`src/rtl/mem_arbiter_pkg.sv`:
```
// Shared types for the main-memory arbiter: grant owner and FSM state encodings.
package mem_arbiter_pkg;

    typedef enum logic [1:0] {OWN_NONE, OWN_CPU, OWN_DMA} owner_t;
    typedef enum logic [1:0] {ARB_IDLE, ARB_ACCESS, ARB_ACK} arb_state_e;

endpackage

```
`src/rtl/mem_arbiter_if.sv`:
```
// Request/response bundle between the CPU, DMA, the arbiter and mem_main.
interface mem_arbiter_if #(
    parameter int AW = 16,
    parameter int DW = 16
);
    logic          cpu_req;
    logic          cpu_we;
    logic [AW-1:0] cpu_addr;
    logic [DW-1:0] cpu_wdata;
    logic [DW-1:0] cpu_rdata;
    logic          cpu_ack;
    logic          cpu_stall;

    logic          dma_req;
    logic          dma_we;
    logic [AW-1:0] dma_addr;
    logic [DW-1:0] dma_wdata;
    logic [DW-1:0] dma_rdata;
    logic          dma_ack;

    logic          mem_we;
    logic [AW-1:0] mem_addr;
    logic [DW-1:0] mem_wdata;
    logic [DW-1:0] mem_rdata;

    // The arbiter sits on the slave side of this bundle.
    modport slave (
        input  cpu_req, cpu_we, cpu_addr, cpu_wdata,
        output cpu_rdata, cpu_ack, cpu_stall,
        input  dma_req, dma_we, dma_addr, dma_wdata,
        output dma_rdata, dma_ack,
        output mem_we, mem_addr, mem_wdata,
        input  mem_rdata
    );

    modport master (
        output cpu_req, cpu_we, cpu_addr, cpu_wdata,
        input  cpu_rdata, cpu_ack, cpu_stall,
        output dma_req, dma_we, dma_addr, dma_wdata,
        input  dma_rdata, dma_ack,
        input  mem_we, mem_addr, mem_wdata,
        output mem_rdata
    );
endinterface

```
`src/rtl/mem_arbiter_arb_pick.sv`:
```
// Winner selection between CPU and DMA with a saturating starvation counter
// that forces a DMA grant after STARVE_MAX back-to-back CPU wins.
module arb_pick
    import mem_arbiter_pkg::*;
#(
    parameter int STARVE_MAX = 4
) (
    input  logic   clk,
    input  logic   rst,
    input  logic   cpu_req,
    input  logic   dma_req,
    input  logic   grant_event,
    input  logic   halt_sys,
    output owner_t winner
);
    localparam int SW = $clog2(STARVE_MAX + 1);

    logic [SW-1:0] r_starve;
    logic          w_starved;

    assign w_starved = (r_starve == SW'(STARVE_MAX));

    always_comb begin
        winner = OWN_NONE;
        if (dma_req && (!cpu_req || w_starved))
            winner = OWN_DMA;
        else if (cpu_req)
            winner = OWN_CPU;
    end

    always_ff @(posedge clk or negedge rst) begin
        if (!rst) begin
            r_starve <= '0;
        end else if (!halt_sys) begin
            if (!dma_req)
                r_starve <= '0;
            else if (grant_event && winner == OWN_DMA)
                r_starve <= '0;
            else if (grant_event && winner == OWN_CPU && !w_starved)
                r_starve <= r_starve + SW'(1);
        end
    end
endmodule

```
`src/rtl/mem_arbiter.sv`:
```
// Single-port main-memory arbiter: CPU-priority grant, fixed-latency access
// sequencing (IDLE -> ACCESS -> ACK) and halt_sys freeze support.
module mem_arbiter
    import mem_arbiter_pkg::*;
#(
    parameter int AW         = 16,
    parameter int DW         = 16,
    parameter int MEM_LAT    = 1,
    parameter int STARVE_MAX = 4
) (
    input  logic          clk,
    input  logic          rst,
    input  logic          halt_sys,
    mem_arbiter_if.slave  bus,
    output owner_t        owner,
    output logic          busy
);
    localparam int LW = (MEM_LAT > 1) ? $clog2(MEM_LAT) : 1;

    arb_state_e    r_state,     w_state_nxt;
    owner_t        r_owner,     w_owner_nxt;
    logic [LW-1:0] r_lat,       w_lat_nxt;
    logic          r_we,        w_we_nxt;
    logic [AW-1:0] r_addr,      w_addr_nxt;
    logic [DW-1:0] r_wdata,     w_wdata_nxt;
    logic [DW-1:0] r_cpu_rdata, w_cpu_rdata_nxt;
    logic [DW-1:0] r_dma_rdata, w_dma_rdata_nxt;
    owner_t        w_winner;
    logic          w_grant;
    logic          w_lat_done;

    assign w_grant    = (r_state == ARB_IDLE) && !halt_sys && (bus.cpu_req || bus.dma_req);
    assign w_lat_done = (r_lat == LW'(MEM_LAT - 1));

    arb_pick #(.STARVE_MAX(STARVE_MAX)) u_pick (
        .clk         (clk),
        .rst         (rst),
        .cpu_req     (bus.cpu_req),
        .dma_req     (bus.dma_req),
        .grant_event (w_grant),
        .halt_sys    (halt_sys),
        .winner      (w_winner)
    );

    always_ff @(posedge clk or negedge rst) begin
        if (!rst) begin
            r_state     <= ARB_IDLE;
            r_owner     <= OWN_NONE;
            r_lat       <= '0;
            r_we        <= 1'b0;
            r_addr      <= '0;
            r_wdata     <= '0;
            r_cpu_rdata <= '0;
            r_dma_rdata <= '0;
        end else begin
            r_state     <= w_state_nxt;
            r_owner     <= w_owner_nxt;
            r_lat       <= w_lat_nxt;
            r_we        <= w_we_nxt;
            r_addr      <= w_addr_nxt;
            r_wdata     <= w_wdata_nxt;
            r_cpu_rdata <= w_cpu_rdata_nxt;
            r_dma_rdata <= w_dma_rdata_nxt;
        end
    end

    always_comb begin
        w_state_nxt     = r_state;
        w_owner_nxt     = r_owner;
        w_lat_nxt       = r_lat;
        w_we_nxt        = r_we;
        w_addr_nxt      = r_addr;
        w_wdata_nxt     = r_wdata;
        w_cpu_rdata_nxt = r_cpu_rdata;
        w_dma_rdata_nxt = r_dma_rdata;
        // A halt freezes every piece of sequencing state in place.
        if (!halt_sys) begin
            unique case (r_state)
                ARB_IDLE: begin
                    if (w_grant) begin
                        w_owner_nxt = w_winner;
                        w_lat_nxt   = '0;
                        w_state_nxt = ARB_ACCESS;
                        if (w_winner == OWN_DMA) begin
                            w_addr_nxt  = bus.dma_addr;
                            w_wdata_nxt = bus.dma_wdata;
                            w_we_nxt    = bus.dma_we;
                        end else begin
                            w_addr_nxt  = bus.cpu_addr;
                            w_wdata_nxt = bus.cpu_wdata;
                            w_we_nxt    = bus.cpu_we;
                        end
                    end
                end
                ARB_ACCESS: begin
                    w_lat_nxt = r_lat + LW'(1);
                    if (w_lat_done) begin
                        w_state_nxt = ARB_ACK;
                        if (!r_we && r_owner == OWN_CPU) w_cpu_rdata_nxt = bus.mem_rdata;
                        if (!r_we && r_owner == OWN_DMA) w_dma_rdata_nxt = bus.mem_rdata;
                    end
                end
                ARB_ACK: begin
                    w_state_nxt = ARB_IDLE;
                    w_owner_nxt = OWN_NONE;
                end
                default: begin
                    w_state_nxt = ARB_IDLE;
                    w_owner_nxt = OWN_NONE;
                end
            endcase
        end
    end

    // Write strobe only in the first ACCESS cycle so each transaction writes once.
    assign bus.mem_we    = (r_state == ARB_ACCESS) && (r_lat == '0) && r_we && !halt_sys;
    assign bus.mem_addr  = r_addr;
    assign bus.mem_wdata = r_wdata;
    assign bus.cpu_ack   = (r_state == ARB_ACK) && (r_owner == OWN_CPU) && !halt_sys;
    assign bus.dma_ack   = (r_state == ARB_ACK) && (r_owner == OWN_DMA) && !halt_sys;
    assign bus.cpu_rdata = r_cpu_rdata;
    assign bus.dma_rdata = r_dma_rdata;
    assign bus.cpu_stall = bus.cpu_req & ~bus.cpu_ack;
    assign owner         = r_owner;
    assign busy          = (r_state != ARB_IDLE);
endmodule

```
`src/flat_wrapper.sv`:
```
// flat-port wrapper written by rule: the top's interface ports become plain ports
module mem_arbiter_flat import mem_arbiter_pkg::*;
#(
    parameter int AW         = 16,
    parameter int DW         = 16,
    parameter int MEM_LAT    = 1,
    parameter int STARVE_MAX = 4
)
  (clk, rst, halt_sys, owner, busy, bus_cpu_req, bus_cpu_we, bus_cpu_addr, bus_cpu_wdata, bus_cpu_rdata, bus_cpu_ack, bus_cpu_stall, bus_dma_req, bus_dma_we, bus_dma_addr, bus_dma_wdata, bus_dma_rdata, bus_dma_ack, bus_mem_we, bus_mem_addr, bus_mem_wdata, bus_mem_rdata);
  mem_arbiter_if #(.AW(AW), .DW(DW)) bus_i ();
  input  logic clk;
  input  logic rst;
  input  logic halt_sys;
  output owner_t owner;
  output logic busy;
  input wire logic [$bits(bus_i.cpu_req)-1:0] bus_cpu_req;
  input wire logic [$bits(bus_i.cpu_we)-1:0] bus_cpu_we;
  input wire logic [$bits(bus_i.cpu_addr)-1:0] bus_cpu_addr;
  input wire logic [$bits(bus_i.cpu_wdata)-1:0] bus_cpu_wdata;
  output wire logic [$bits(bus_i.cpu_rdata)-1:0] bus_cpu_rdata;
  output wire logic [$bits(bus_i.cpu_ack)-1:0] bus_cpu_ack;
  output wire logic [$bits(bus_i.cpu_stall)-1:0] bus_cpu_stall;
  input wire logic [$bits(bus_i.dma_req)-1:0] bus_dma_req;
  input wire logic [$bits(bus_i.dma_we)-1:0] bus_dma_we;
  input wire logic [$bits(bus_i.dma_addr)-1:0] bus_dma_addr;
  input wire logic [$bits(bus_i.dma_wdata)-1:0] bus_dma_wdata;
  output wire logic [$bits(bus_i.dma_rdata)-1:0] bus_dma_rdata;
  output wire logic [$bits(bus_i.dma_ack)-1:0] bus_dma_ack;
  output wire logic [$bits(bus_i.mem_we)-1:0] bus_mem_we;
  output wire logic [$bits(bus_i.mem_addr)-1:0] bus_mem_addr;
  output wire logic [$bits(bus_i.mem_wdata)-1:0] bus_mem_wdata;
  input wire logic [$bits(bus_i.mem_rdata)-1:0] bus_mem_rdata;
  assign bus_i.cpu_req = bus_cpu_req;
  assign bus_i.cpu_we = bus_cpu_we;
  assign bus_i.cpu_addr = bus_cpu_addr;
  assign bus_i.cpu_wdata = bus_cpu_wdata;
  assign bus_cpu_rdata = bus_i.cpu_rdata;
  assign bus_cpu_ack = bus_i.cpu_ack;
  assign bus_cpu_stall = bus_i.cpu_stall;
  assign bus_i.dma_req = bus_dma_req;
  assign bus_i.dma_we = bus_dma_we;
  assign bus_i.dma_addr = bus_dma_addr;
  assign bus_i.dma_wdata = bus_dma_wdata;
  assign bus_dma_rdata = bus_i.dma_rdata;
  assign bus_dma_ack = bus_i.dma_ack;
  assign bus_mem_we = bus_i.mem_we;
  assign bus_mem_addr = bus_i.mem_addr;
  assign bus_mem_wdata = bus_i.mem_wdata;
  assign bus_i.mem_rdata = bus_mem_rdata;
  mem_arbiter #(.AW(AW), .DW(DW), .MEM_LAT(MEM_LAT), .STARVE_MAX(STARVE_MAX)) u_core (.clk(clk), .rst(rst), .halt_sys(halt_sys), .bus(bus_i), .owner(owner), .busy(busy));
endmodule
```
`config.mk`:
```
export PLATFORM = sky130hd
export DESIGN_NAME = mem_arbiter_flat
export DESIGN_NICKNAME = d
export VERILOG_FILES = /design/src/rtl/mem_arbiter_pkg.sv /design/src/rtl/mem_arbiter_if.sv /design/src/rtl/mem_arbiter_arb_pick.sv /design/src/rtl/mem_arbiter.sv /design/src/flat_wrapper.sv
export SDC_FILE = /design/constraint.sdc
export NUM_CORES = 1
export LEC_CHECK = 0
export ABC_CLOCK_PERIOD_IN_PS = 3100
export CAP_MARGIN = 20
export CORE_MARGIN = 1.5
export CORE_UTILIZATION = 41
export CTS_CLUSTER_DIAMETER = 50
export DETAILED_ROUTE_END_ITERATION = 16
export PLACE_DENSITY = 0.8
export SLEW_MARGIN = 20
export SYNTH_ARGS = -nofsm -noshare
export SYNTH_HDL_FRONTEND = slang
export SYNTH_HIERARCHICAL = 1
export SYNTH_SLANG_ARGS = --single-unit
```
`constraint.sdc`:
```
create_clock -name clk -period 3.1 [get_ports clk]
set_input_delay 0.93 -clock clk [delete_from_list [all_inputs] [get_ports clk]]
set_output_delay 0.93 -clock clk [all_outputs]
set_load 0.05 [all_outputs]
```
### Yosys cells after proc, flatten, opt, wreduce, memory -nomap -nowiden

Index checks and enable logic that the tools add are counted.

| cells by class | value |
|---|---|
| equal/unequal tests | 10 |
| add/subtract/negate cells | 2 |
| mux-type cells | 15 |
| reduce and logical (&&, ||, !) cells | 31 |
| bitwise gates (word level) | 5 |

Operators by type and width:

| cell | number |
|---|---|
| $mux 16 | 2 |
| $logic_and 1x1->1 | 15 |
| $reduce_and 3->1 | 4 |
| $mux 3 | 3 |
| $mux 2 | 4 |
| $pmux 2 s2 | 2 |
| $reduce_and 4->1 | 2 |
| $eq 2x1->1 const B | 3 |
| $eq 2x2->1 const B | 3 |
| $logic_not 1->1 | 4 |
| $ne 2x2->1 const B | 2 |
| $not 1->1 | 4 |
| $reduce_bool 2->1 | 2 |
| $add 3x1->3 const B | 1 |
| $eq 3x3->1 const B | 1 |
| $mux 1 | 3 |
| $ne 3x1->1 const B | 1 |
| $logic_not 2->1 | 1 |
| $logic_or 1x1->1 | 2 |
| $pmux 1 s2 | 1 |
| $reduce_and 2->1 | 1 |
| $add 1x1->1 const B | 1 |
| $and 1x1->1 | 1 |

| storage, ports and cells | value |
|---|---|
| input port bits | 87 |
| flip-flop bits (word level) | 73 |
| logic and storage cells | 72 |
| output and inout bits | 71 |

### Longest topological paths before layout

Gate-level depths: netlist (run 1).

| logic depth | value |
|---|---|
| word-level depth | 10 |
| gate-level depth with buffers | 10 |
| mapped depth without buffers | 8 |

### By module

The synthesis (run 1) kept the hierarchy.

By module, submodules not included:

| module | cells each | area an instance (um2) | times used | seq. area each (um2) |
|---|---|---|---|---|
| mem_arbiter | 207 | 3129.3 | 1 | 1751.7 |
| arb_pick | 21 | 198.9 | 1 | 75.1 |

### Worst setup path after synthesis (run 1)

No wires, ideal clock.

| path | value |
|---|---|
| path kind | input to output |
| start | input port halt_sys |
| end | output port bus_cpu_stall |
| path slack | -1.179 ns |
| required time | 2.170 ns |
| cell stages on the path | 4 |
| arrival | 3.349 ns |
| cell sequence | buf_2 or3b_2 nor3b_1 nor2b_1 |

| between the ends | value |
|---|---|
| word-level cells in the longest chain between the ends | 4 |

Ends and longest elaborated chain:

| what | RTL line | text |
|---|---|---|
| start: declaration | flat_wrapper.sv:13 | `input logic halt_sys;` |
| $logic_not 1->1 | mem_arbiter.sv:119 | `assign bus.cpu_ack = (r_state == ARB_ACK) && (r_owner == OWN_CPU) && !halt_sys;` |
| $logic_and 1x1->1 | mem_arbiter.sv:119 |  |
| net bus_cpu_ack | flat_wrapper.sv:21 | `output wire logic [$bits(bus_i.cpu_ack)-1:0] bus_cpu_ack;` |
| $not 1->1 | mem_arbiter.sv:123 | `assign bus.cpu_stall = bus.cpu_req & ~bus.cpu_ack;` |
| $and 1x1->1 | mem_arbiter.sv:123 |  |
| end: declaration | flat_wrapper.sv:22 | `output wire logic [$bits(bus_i.cpu_stall)-1:0] bus_cpu_stall;` |

The timed path passes the listed nets, and every way through them passes these cells.

### Worst setup path after layout (run 1)

| path | value |
|---|---|
| start | input port halt_sys |
| end | output port bus_cpu_ack |

| between the ends | value |
|---|---|
| word-level cells in the longest chain between the ends | 2 |

Ends and longest elaborated chain:

| what | RTL line |
|---|---|
| $logic_not 1->1 | mem_arbiter.sv:119 |
| $logic_and 1x1->1 | mem_arbiter.sv:119 |
| end: declaration | flat_wrapper.sv:21 |

No other way between the ends.

==> results of run 1 <==
-- kinds of logic (layout without fill, tap and decap cells) --
kind of cell    Yosys count  count (layout)
compound gates           14              14
fa+ha+maj                 2               2
buf+inv                  15             191
mux                      98              98
simple gates             26              26
flops                    73              73
-- layout make-up --
type / instances / area [µm²]
Multi-Input combinational cell: 140 / 1460
Clock inverter: 6 / 92.6
Timing Repair Buffer: 171 / 1750
Inverter: 4 / 15.0
Tap cell: 102 / 128
Clock buffer: 10 / 128
Sequential cell: 73 / 1830
Fill cell: 576 / 2410
-- sequential cells by signal, indices dropped and copies added, names as in the netlist --
signal                  flops
u_core/bus.cpu_rdata       16
u_core/bus.dma_rdata       16
u_core/bus.mem_addr        16
u_core/bus.mem_wdata       16
u_core/owner                2
u_core/r_lat                1
u_core/r_state              2
u_core/r_we                 1
u_core/u_pick/r_starve      3
-- power by group through the flow --
stage | clock [mW] | combinational (mW) | sequential (mW)
after floorplan | 0 | 0.692 | 3.04
after global placement | 0 | 3.24 | 1.63
after detailed placement | 0 | 3.27 | 1.66
after CTS | 0.843 | 3.28 | 1.64
after global routing | 0.887 | 3.37 | 1.71
final | 0.822 | 3.25 | 1.64
-- cell usage after synthesis, types with 2 or more instances --
cell and number:
buf_2 6, nor2_1 2, nor2b_1 5, a21o_1 2
inv_1 4, nand2_1 3, ha_1 2, nor3b_1 2
dfrtp_1 73, mux2_1 10, nand2b_1 2, mux2_2 88
clkbuf_1 3, o21ai_0 6, and2b_2 2
-- stage by stage --
| step | instances | utilization, % |
|---|---|---|
| 2_1_floorplan | 228 | - |
| 3_3_place_gp | 490 | 66.3 |
| 3_5_place_dp | 490 | 66.3 |
| 4_1_cts | 506 | 69.2 |
| 5_1_grt | 506 | 69.2 |
| 6_report | 506 | 69.2 |
-- routing by layer --
layer	track usage [%]	routed length (µm)
met1	22.1	3100
met2	34.7	4280
met3	4.31	392
met4	8.84	177
met5	0	0
-- how the worst max path moves through the flow --
stage	startpoint	to	slack, ps	cells after the start
3_3_place_gp	halt_sys	bus_cpu_ack	-120	5
2_1_floorplan	halt_sys	bus_cpu_stall	-30	4
4_1_cts	halt_sys	bus_cpu_ack	40	5
5_1_grt	halt_sys	bus_cpu_ack	10	5
6_report	halt_sys	bus_cpu_ack	50	5
3_5_place_dp	halt_sys	bus_cpu_ack	-150	5
==> out/results.tsv, run 1 <==
metric	value	unit
outcome	completed	
clk_latency	340	ps
synth_fa_ha_area_share	0.752	%
core_area	7810	µm²
async_flop_share	100	%
ctsHoldBuffers	0	
wl_per_cell	15.7	µm
fp.dieW	93.1	µm
synth_top_family_by_area	multiplexers	
crit_type	primary input to primary output	
nets	488	
p_per_area	1060	nW/µm²
synth_compound_area_share	2.93	%
avgSynthCellArea	14.6	µm²
maxCapViolCount	0	
r2r_cells	9	
place.gp.congestion	0.734	
place_hpwl	6120	µm
synth-simple-area-share	6.02	%
synthDistinctLibCells	33	
die_h	93.1	µm
cp-end-kind	primary output	
swShare	45.7	%
dieArea	8670	µm²
cts_sinks	73	
cts_tree	built	
synth_cells	228	
post-cts-setup-buffers	0	
synth_edf_count	0	
area_growth	62.2	%
io_pins	158	
crit-reg2reg-capture	u_core/bus.mem_wdata[9]$_DFFE_PN0P_	
synth_mux_area_share	33.2	%
overflow	0	
cp_max_fo	2	
final_common_cell	clkdlybuf4s50_1	
routed_wl	7950	µm
crit_buf_inv	3	
grt_usage	19.5	%
setup_viol	0	
p_comb_share	56.9	%
grt_max_degree	30	
crit_family	simple AND/OR/NAND/NOR gates	
slew_headroom	64.1	%
grt_pass1_vias	2703	
cts_resized	1	
synth_top_cell_area_share	54.9	%
grt_pass1_wl	13000	µm
vias	2491	
final_cell_mix	clkdlybuf4s50_1 (151), mux2_2 (88), dfrtp_1 (73)	
route.detailed.drc	0	
tns	0	ps
max-vdd-ir-drop	0.000544	V
start_kind	primary input	
fin_skew	6.40	ps
cellInternalPower	3.10	mW
drtPass1Iterations	3	
synth_nets	317	
netlist_area	3330	µm²
placed_cell_area	5180	µm²
antenna_found_initial	0	
tightestPinTransition	537	ps
hold_class	primary input to async pin	
diodes	0	
start_util	42.6	%
numCtsBuffers	9	
crit_slowest_cell	or3b_4	
via_per_inst	4.92	
dpl_worst_slack	-154	ps
cts.clk_slew.worst_paths	80	ps
clockRootBuffer	clkbuf_8	
layout_setup_ws	50.1	ps
synthFlopType	dfrtp_1	
post-route-min-period	3050	ps
drive_gt1_share	32.9	%
finalHoldViolations	0	
cpPeakStageDelay	390	ps
required	2170	ps
crit_chain	dlygate4sd2_1 -> or3b_4 -> nor3b_4 -> buf_4 -> buf_12	
initialDrtViolationCount	33	
design_area	5400	µm²
htree_levels	3	
timing.rr.start	u_core/u_pick/r_starve[0]$_DFFE_PN0P_	
rsz0062_at_grt	no	
ys_seq_elements	73	
yosys_warnings	6	
yosysSeqAreaShare	54.9	%
period_share	98.4	%
hold_slack	489	ps
p_leak	2.27	nW
fmax	328	MHz
antenna_left	0	
portBuffers	157	
synthTopCellsByArea	dfrtp_1 (55%), mux2_2 (30%), mux2_1 (3.4%)	
finalPower	5.71	mW
synth_area_leader_cell	dfrtp_1	
synthXorXnorAreaFrac	0	%
clockBufferDepth	2	
power_frac_seq	28.7	%
p_switching	2.61	mW
clock_power_share	14.4	%
r2r_setup_slack	840	ps
crit_arrival	2120	ps
std_cell_rows	32	
finalMaxSlewViolations	0	
No activity file was read; power rests on OpenSTA's default activity.
==> run 2, diff against run 1 <==
--- a/config.mk
+++ b/config.mk
@@ -5,13 +5,13 @@
 export SDC_FILE = /design/constraint.sdc
 export NUM_CORES = 1
 export LEC_CHECK = 0
-export ABC_CLOCK_PERIOD_IN_PS = 3100
+export ABC_CLOCK_PERIOD_IN_PS = 2800
 export CAP_MARGIN = 20
 export CORE_MARGIN = 1.5
-export CORE_UTILIZATION = 41
+export CORE_UTILIZATION = 37
 export CTS_CLUSTER_DIAMETER = 50
 export DETAILED_ROUTE_END_ITERATION = 16
-export PLACE_DENSITY = 0.8
+export PLACE_DENSITY = 0.77
 export SLEW_MARGIN = 20
 export SYNTH_ARGS = -nofsm -noshare
 export SYNTH_HDL_FRONTEND = slang
==> constraint.sdc (replaced) <==
create_clock -name clk -period 2.8 [get_ports clk]
set_input_delay 0.84 -clock clk [delete_from_list [all_inputs] [get_ports clk]]
set_output_delay 0.84 -clock clk [all_outputs]
set_load 0.05 [all_outputs]
==> run 2 against run 1 <==
  * Via count shrank 0.80%
  * Wire length shrank 0.73%
  * Sequential power grew 10%
  * Critical path depth is the same
  * Die area grew 10%
  * Hold slack is essentially flat
==> out/results.tsv, run 2 (same netlist as run 1, synthesis figures left out) <==
metric	value	unit
outcome	completed	
start_kind	primary input	
timing.rr.start	u_core/u_pick/r_starve[0]$_DFFE_PN0P_	
via_per_inst	4.84	
crit_chain	buf_2 -> or3b_4 -> nor3b_4 -> buf_6 -> buf_12	
busiest_layer	met2	
numCtsBuffers	9	
period_share	97.3	%
crit_buf_inv	3	
grt_pass1_wl	12800	µm
start_util	38.2	%
max-vdd-ir-drop	0.000704	V
initialDrtViolationCount	64	
crit_type	primary input to primary output	
crit_family	simple AND/OR/NAND/NOR gates	
stdcell_count	511	
rsz0062_at_grt	no	
grt_usage	16.7	%
finalHoldViolations	0	
area_growth	62.5	%
place.gp.congestion	0.721	
clockBufferDepth	2	
cp-end-kind	primary output	
final_cell_mix	clkdlybuf4s50_1 (151), mux2_2 (88), dfrtp_1 (72)	
p_per_area	1190	nW/µm²
dpl.cell_count	495	
antenna_found_initial	0	
overflow	0	
io_pins	158	
finalMaxSlewViolations	0	
nets	487	
required	1960	ps
std_cell_rows	34	
clk_latency	340	ps
cp_max_fo	2	
cts_tree	built	
diodes	0	
route.detailed.drc	0	
vias	2471	
hold_slack	489	ps
dpl_worst_slack	-282	ps
tightestPinTransition	929	ps
crit_arrival	1880	ps
post-route-min-period	2720	ps
layout_setup_ws	75.4	ps
drtPass1Iterations	4	
routed_wl	7890	µm
post-cts-setup-buffers	0	
cts.clk_slew.worst_paths	80	ps
grt_pass1_vias	2624	
final_core_util	62.0	%
grt_max_degree	74	
htree_levels	3	
slew_headroom	38.1	%
fin_skew	10.5	ps
tns	0	ps
r2r_setup_slack	510	ps
clockRootBuffer	clkbuf_8	
met3_usage	6.23	%
fmax	367	MHz
use_met1	18.9	%
hold_class	flip-flop to flip-flop	
crit_slowest_cell	or3b_4	
cpPeakStageDelay	390	ps
setup_viol	0	
fp.dieW	97.8	µm
antenna_left	0	
wl_per_cell	15.4	µm
portBuffers	157	
r2r_cells	9	
crit-reg2reg-capture	u_core/bus.mem_addr[2]$_DFFE_PN0P_	
ctsHoldBuffers	0	
maxCapViolCount	0	
die_h	97.8	µm
core_area	8720	µm²
cts_sinks	73	
dieArea	9570	µm²
grtUsageMet2	29.2	%
whs_path_depth	1	
drive_gt1_share	33.3	%
hp-start	u_core/bus.dma_rdata[10]$_DFFE_PN0P_	
final_common_cell	clkdlybuf4s50_1	
p_leak	2.27	nW
place_hpwl	5810	µm
hold_end	u_core/bus.dma_rdata[10]$_DFFE_PN0P_	
[run 2: stage by stage]
| stage | power (mW) | cell area, µm² |
|---|---|---|
| 6_report | 6.41 | 5410 |
| 5_1_grt | 6.68 | 5410 |
| 4_1_cts | 6.48 | 5410 |
| 3_5_place_dp | 5.45 | 5160 |
| 3_3_place_gp | 5.39 | 5160 |
| 2_1_floorplan | 4.13 | 3360 |
[run 2: worst max path at each step]
stage	start	end	slack (ps)	depth (start not counted)
floorplan	halt_sys	bus_cpu_stall	-150	4
global placement	halt_sys	bus_cpu_ack	-250	5
detailed placement	halt_sys	bus_cpu_ack	-280	5
CTS	u_core/r_state[1]$_DFFE_PN0P_	bus_cpu_ack	10	4
global route	bus_cpu_req	u_core/bus.mem_addr[1]$_DFFE_PN0P_	50	8
finish	halt_sys	bus_cpu_ack	80	5
[run 2: per-layer routing]
layer	wire length [µm]	vias up
met5	0	-
met4	93	0
met3	660	11
met2	4040	101
met1	3100	1203
li1	-	1156
[run 2: cell type report]
class | instances | area, µm²
inverter | 4 | 15.0
multi-input combinational | 140 | 1460
tap | 108 | 135
timing repair buffer | 170 | 1730
sequential | 73 | 1830
clock inverter | 6 | 115
fill | 712 | 3310
clock buffer | 10 | 128
[run 2: timing repair]
action                                  in CTS  in global routing
pin swaps                                    2                  0
endpoints found under the setup margin       4                  3
gates resized for setup                      5                  1
[run 2: power by group]
part,leakage (nW),switching [mW],internal [mW]
clock network,0.117,0.408,0.597
registers,0.908,0.284,1.53
logic,1.24,2.18,1.41
total,2.27,2.87,3.53
